$ cat src/rtl/imem_loader.sv
// Boot-time instruction-memory loader.
// Receives a framed byte stream (4-byte big-endian word count N, N big-endian
// data words, 1 XOR checksum byte) over a valid/ready handshake. Each assembled
// word is written to instruction memory at consecutive word addresses starting
// at ADDR_BASE. The CPU is held in reset until the image has been loaded and
// its checksum has verified.
module imem_loader #(
    parameter logic [31:0] ADDR_BASE = 32'h0000_0000,
    parameter int unsigned MAX_WORDS = 1024
) (
    input  logic        clk,
    input  logic        reset,
    input  logic        start_ld_i,
    input  logic        byte_valid_ld_i,
    input  logic [7:0]  byte_data_ld_i,
    output logic        byte_ready_ld_o,
    output logic        wr_en_imem_ld_o,
    output logic [31:0] addr_imem_ld_o,
    output logic [31:0] wr_instr_imem_ld_o,
    output logic        cpu_reset_ld_o,
    output logic        busy_ld_o,
    output logic        done_ld_o,
    output logic        err_ld_o,
    output logic [1:0]  err_code_ld_o
);

    typedef enum logic [2:0] {
        S_IDLE,
        S_HDR,
        S_DATA,
        S_WRITE,
        S_CSUM,
        S_DONE,
        S_ERR
    } state_t;

    localparam logic [31:0] MAX_WORDS_W = 32'(MAX_WORDS);

    localparam logic [1:0] ERR_NONE   = 2'd0;
    localparam logic [1:0] ERR_LENGTH = 2'd1;
    localparam logic [1:0] ERR_CSUM   = 2'd2;

    state_t      state;
    logic [1:0]  byte_cnt;   // byte position within the current 4-byte group
    logic [31:0] shift_reg;  // big-endian assembly register
    logic [7:0]  csum;       // running XOR of header and data bytes
    logic [31:0] word_cnt;   // N, latched from the header
    logic [31:0] word_idx;   // index of the next word to be written

    logic        accept;
    logic [31:0] assembled;
    logic [31:0] next_idx;

    assign accept    = byte_valid_ld_i & byte_ready_ld_o;
    assign assembled = {shift_reg[23:0], byte_data_ld_i};
    assign next_idx  = word_idx + 32'd1;

    // Ready depends on state only, so a source may wait on it without a loop.
    always_comb begin
        // NOTE: default assignment first so every path drives the signal; no latch.
        byte_ready_ld_o = 1'b0;
        case (state)
            S_HDR, S_DATA, S_CSUM: byte_ready_ld_o = 1'b1;
            default:               byte_ready_ld_o = 1'b0;
        endcase
    end

    // Session FSM with registered outputs.
    always_ff @(posedge clk or posedge reset) begin
        if (reset) begin
            // NOTE: non-blocking assignments for all state so every register
            // samples pre-edge values, independent of statement order.
            state              <= S_IDLE;
            byte_cnt           <= 2'd0;
            shift_reg          <= 32'd0;
            csum               <= 8'd0;
            word_cnt           <= 32'd0;
            word_idx           <= 32'd0;
            wr_en_imem_ld_o    <= 1'b0;
            addr_imem_ld_o     <= 32'd0;
            wr_instr_imem_ld_o <= 32'd0;
            cpu_reset_ld_o     <= 1'b1;
            busy_ld_o          <= 1'b0;
            done_ld_o          <= 1'b0;
            err_ld_o           <= 1'b0;
            err_code_ld_o      <= ERR_NONE;
        end else begin
            case (state)
                // Idle or finished: a start pulse opens a fresh session and
                // puts the CPU back into reset.
                S_IDLE, S_DONE, S_ERR: begin
                    if (start_ld_i) begin
                        state          <= S_HDR;
                        busy_ld_o      <= 1'b1;
                        byte_cnt       <= 2'd0;
                        csum           <= 8'd0;
                        word_idx       <= 32'd0;
                        cpu_reset_ld_o <= 1'b1;
                        done_ld_o      <= 1'b0;
                        err_ld_o       <= 1'b0;
                        err_code_ld_o  <= ERR_NONE;
                    end
                end

                S_HDR: begin
                    if (accept) begin
                        shift_reg <= assembled;
                        csum      <= csum ^ byte_data_ld_i;
                        byte_cnt  <= byte_cnt + 2'd1;
                        if (byte_cnt == 2'd3) begin
                            word_cnt <= assembled;
                            word_idx <= 32'd0;
                            if (assembled > MAX_WORDS_W) begin
                                state         <= S_ERR;
                                err_ld_o      <= 1'b1;
                                err_code_ld_o <= ERR_LENGTH;
                                busy_ld_o     <= 1'b0;
                            end else if (assembled == 32'd0) begin
                                state <= S_CSUM;
                            end else begin
                                state <= S_DATA;
                            end
                        end
                    end
                end

                // The 4th byte of a word launches the one-cycle write strobe.
                S_DATA: begin
                    if (accept) begin
                        shift_reg <= assembled;
                        csum      <= csum ^ byte_data_ld_i;
                        byte_cnt  <= byte_cnt + 2'd1;
                        if (byte_cnt == 2'd3) begin
                            state              <= S_WRITE;
                            wr_en_imem_ld_o    <= 1'b1;
                            addr_imem_ld_o     <= ADDR_BASE + {word_idx[29:0], 2'b00};
                            wr_instr_imem_ld_o <= assembled;
                        end
                    end
                end

                // Strobe drops after one cycle; address and data hold.
                S_WRITE: begin
                    wr_en_imem_ld_o <= 1'b0;
                    word_idx        <= next_idx;
                    if (next_idx == word_cnt) begin
                        state <= S_CSUM;
                    end else begin
                        state <= S_DATA;
                    end
                end

                S_CSUM: begin
                    if (accept) begin
                        busy_ld_o <= 1'b0;
                        if (byte_data_ld_i == csum) begin
                            state          <= S_DONE;
                            done_ld_o      <= 1'b1;
                            cpu_reset_ld_o <= 1'b0;
                        end else begin
                            state         <= S_ERR;
                            err_ld_o      <= 1'b1;
                            err_code_ld_o <= ERR_CSUM;
                        end
                    end
                end

                default: state <= S_IDLE;
            endcase
        end
    end

endmodule

$ cat config.mk
export PLATFORM = sky130hd
export DESIGN_NAME = imem_loader
export DESIGN_NICKNAME = d
export VERILOG_FILES = /design/src/rtl/imem_loader.sv
export SDC_FILE = /design/constraint.sdc
export NUM_CORES = 1
export LEC_CHECK = 0
export BUFFER_PORTS_ARGS = -buffer_cell sky130_fd_sc_hd__buf_2
export CAP_MARGIN = 20
export CORE_AREA = 2 2 140 142
export CTS_CLUSTER_DIAMETER = 100
export DETAILED_ROUTE_END_ITERATION = 16
export DIE_AREA = 0 0 142 144
export GPL_ROUTABILITY_DRIVEN = 0
export PLACE_DENSITY_LB_ADDON = 0.08
export SKIP_CTS_REPAIR_TIMING = 1
export SLEW_MARGIN = 20
export SYNTH_ARGS = -nofsm -noshare
export SYNTH_HDL_FRONTEND = slang
export SYNTH_SLANG_ARGS = --single-unit
$ cat constraint.sdc
create_clock -name clk -period 6.6 [get_ports clk]
set_clock_uncertainty 0.15 [all_clocks]
set_input_delay 0 -clock clk [delete_from_list [all_inputs] [get_ports clk]]
set_output_delay 0 -clock clk [all_outputs]
set_load 0.1 [all_outputs]
==> out/results.ini <==
[outcome]
status = finished, final reports clean

[floorplanning]
row_count = 51
io_pins = 84
initial_core_util_pct = 44.1
die_h_um = 144
core_area_sq_mm = 0.0191
dieArea_sq_mm = 0.0204
die_x_um = 142

[grt]
grt_start_max_net_pins = 87
grt_first_pass_wirelength_um = 33300
grt_use_met1_pct = 29.6
grt_antenna_before_repair = 0
gr-total-overflow = 0
grt_pass1_vias = 6069
track_usage_pct = 20.9
met2_usage_pct = 32.9
use_met3_pct = 3.08
top_usage_layer = met2

[route]
wirelength_um = 20600
via_per_inst = 5.71
dr.pass1.iters = 5
drtIter0Drc = 443
postRouteAntennaNets = 0
drc = 0
num_vias = 6406
wl_per_cell_um = 18.4

[timing]
grt_setup_unrepaired = false
setup_viol = 0
clock.fmax_mhz = 282
setup_slack_ns = 3.05
fin_crit_ns = 3.55
slew_viol_final = 0
hold_violations = 0
worst_pin_slew_ns = 0.900
setup_tns_ns = 0
period_share_pct = 53.8
relSlewSlack_pct = 39.8

[power]
seq_power_share_pct = 36.6
p_leak_nw = 4.68
p_int_mw = 2.32
power.total_mw = 4.26
clockPowerShare_pct = 24.4
combPwrFrac_pct = 39.0
switching_share_pct = 45.6
vdd_drop_max_v = 0.000263
p_sw_mw = 1.95
power_density_mw_per_mm2 = 441

[min_path]
min_path_type = input pin to async pin

[placed_design]
place_ws_ns = 3.08
numPortBuffers = 81
post_dp_cell_area_sq_mm = 0.00893
dp_hpwl_um = 14200

[finish]
stdcell_area_sq_mm = 0.00967
n_antenna_cell = 0
multiInputGateArea_sq_mm = 0.00390
finalNetCount = 884
nFillCells = 1708
syn_to_final_growth_pct = 14.8
top_regs = word_cnt (32), word_idx (32), wr_instr_imem_ld_o (32)
drive_gt1_share_pct = 27.3
final_util_pct = 50.7
seq_area_sq_mm = 0.00426

[setup_path]
cp_slowest_stage_delay_ns = 0.67
crit_fanout = 13
cp-start-kind = flop
cp.arrival_ns = 3.77
crit_required_ns = 6.82
crit_slowest_cell = nor3_1
crit_chain = nand3_1, nor3_1, nand4_1, xor2_1, a21oi_1, or4b_1, nor4_1, a21o_1
worst_setup_path_end_kind = flop
crit_type = flop to flop
cp.buffers_inverters = 0
cp_top_family = simple AND/OR/NAND/NOR gates

[synthesis]
syn-cell-area_sq_mm = 0.00842
syn_area_per_cell_sq_um = 10.5
synth_edf_count = 0
synth_warnings = 0
synth.distinct_cells = 71
ys_seq_area_share_pct = 50.5
postSynth.asyncResetShare_pct = 100
synth_cells = 799
synth-main-ff-cell = dfrtp_1
synth-seq-cells = 170

[cts]
clk_latency_ns = 0.43
tritoncts = done
path_clk_slew_ns = 0.07
root_buffer = clkbuf_16
numCtsBuffers = 17
htree_levels = 4
clock_path_buffers = 2
clock-sinks = 170

[flow_run]
cap_violations = 0

## final timing paths
kind	to	slack [ns]	startpoint	depth (start not counted)
max	state[2]	3.05	word_idx[4]	8
min	addr_imem_ld_o[8]	0.13	reset	3
max reg2reg	state[2]	3.05	word_idx[4]	8
min reg2reg	wr_en_imem_ld_o	0.33	wr_en_imem_ld_o	1
max in group asynchronous	word_cnt[28]	4.96	reset	4
min in group clk	shift_reg[3]	0.27	byte_data_ld_i[3]	4
## layout make-up
| cell class | count | share of cell area (%) |
|---|---|---|
| clock buffer | 19 | 4.68 |
| clock inverter | 13 | 1.60 |
| inverter | 9 | 0.401 |
| multi-input combinational | 574 | 40.4 |
| sequential | 170 | 44.0 |
| tap | 238 | 3.08 |
| timing repair buffer | 98 | 5.86 |
## cells in the final DEF, fill, tap and decap left out, types with 5 or more instances in the layout
cell type,n
nor3_1,14
nand2_1,119
o21ai_0,68
clkbuf_16,17
nand4_1,19
a21oi_1,18
mux2i_1,5
dlygate4sd3_1,12
nand3_1,9
inv_1,7
o31ai_1,15
mux2_2,95
nor4_1,15
and3_1,7
inv_6,7
a31oi_1,7
nor2b_1,6
and2_1,7
dfrtp_1,169
nor2_1,43
buf_2,81
xor2_1,27
xnor2_1,27
## worst register-to-register path, stage by stage (launching register included)
cell and delay [ns]:
dfrtp_1 0.59, nand3_1 0.33, nor3_1 0.67, nand4_1 0.34
xor2_1 0.23, a21oi_1 0.15, or4b_1 0.49, nor4_1 0.37
a21o_1 0.17
## cells by family (layout without fill, tap and decap cells)
family          Yosys count  in the layout  synth area share [%]
flops                   170            170                  50.5
compound gates          145            145                  10.9
buf+inv                  56            139                  3.37
xor+xnor                 54             54                  5.62
simple gates            271            271                  16.0
mux                     100            100                  13.3
fa+ha+maj                 2              2                 0.297
other cells               1              2                0.0445
## routing by layer
layer | wire length [um] | part of all wire, % | vias to the layer above
li1 | - | - | 2979
met4 | 399 | 1.9 | 0
met1 | 9720 | 47 | 3212
met2 | 9550 | 46 | 186
met3 | 905 | 4.4 | 29
met5 | 0 | 0 | -
## cell usage after synthesis, types with 5 or more instances
| library cell | instances | share of area [%] |
|---|---|---|
| xor2_1 | 27 | 2.8 |
| nor2_1 | 45 | 2.0 |
| xnor2_1 | 27 | 2.8 |
| mux2i_1 | 5 | 0.59 |
| nor3_1 | 15 | 0.89 |
| nor4_1 | 15 | 1.1 |
| inv_1 | 8 | 0.36 |
| o21ai_0 | 68 | 4.0 |
| nand3_1 | 9 | 0.53 |
| mux2_2 | 95 | 13 |
| clkbuf_1 | 29 | 1.3 |
| buf_2 | 7 | 0.42 |
| o31ai_1 | 15 | 1.3 |
| nand2_1 | 120 | 5.3 |
| nand4_1 | 19 | 1.4 |
| dfrtp_1 | 169 | 50 |
| a21oi_1 | 18 | 1.1 |
| a31oi_1 | 7 | 0.52 |
| and2_1 | 7 | 0.52 |
| buf_4 | 6 | 0.53 |
| and3_1 | 7 | 0.52 |
| nor2b_1 | 6 | 0.45 |
## per-stage QoR
stage | std cells | hold WS (ns)
2_1_floorplan | 800 | -0.0779
3_3_place_gp | 1077 | 0.0606
3_5_place_dp | 1077 | 0.0711
4_1_cts | 1109 | -0.386
5_1_grt | 1121 | 0.220
6_report | 1121 | 0.128
## power by group through the flow
stage	sequential [mW]	combinational [mW]	clock, mW
6_report	1.56	1.66	1.04
5_1_grt	1.60	1.79	1.10
4_1_cts	1.56	1.67	1.06
3_5_place_dp	1.58	1.66	0
3_3_place_gp	1.56	1.64	0
2_1_floorplan	2.05	0.813	0
Note: power is estimated with default switching activity, not from simulation.
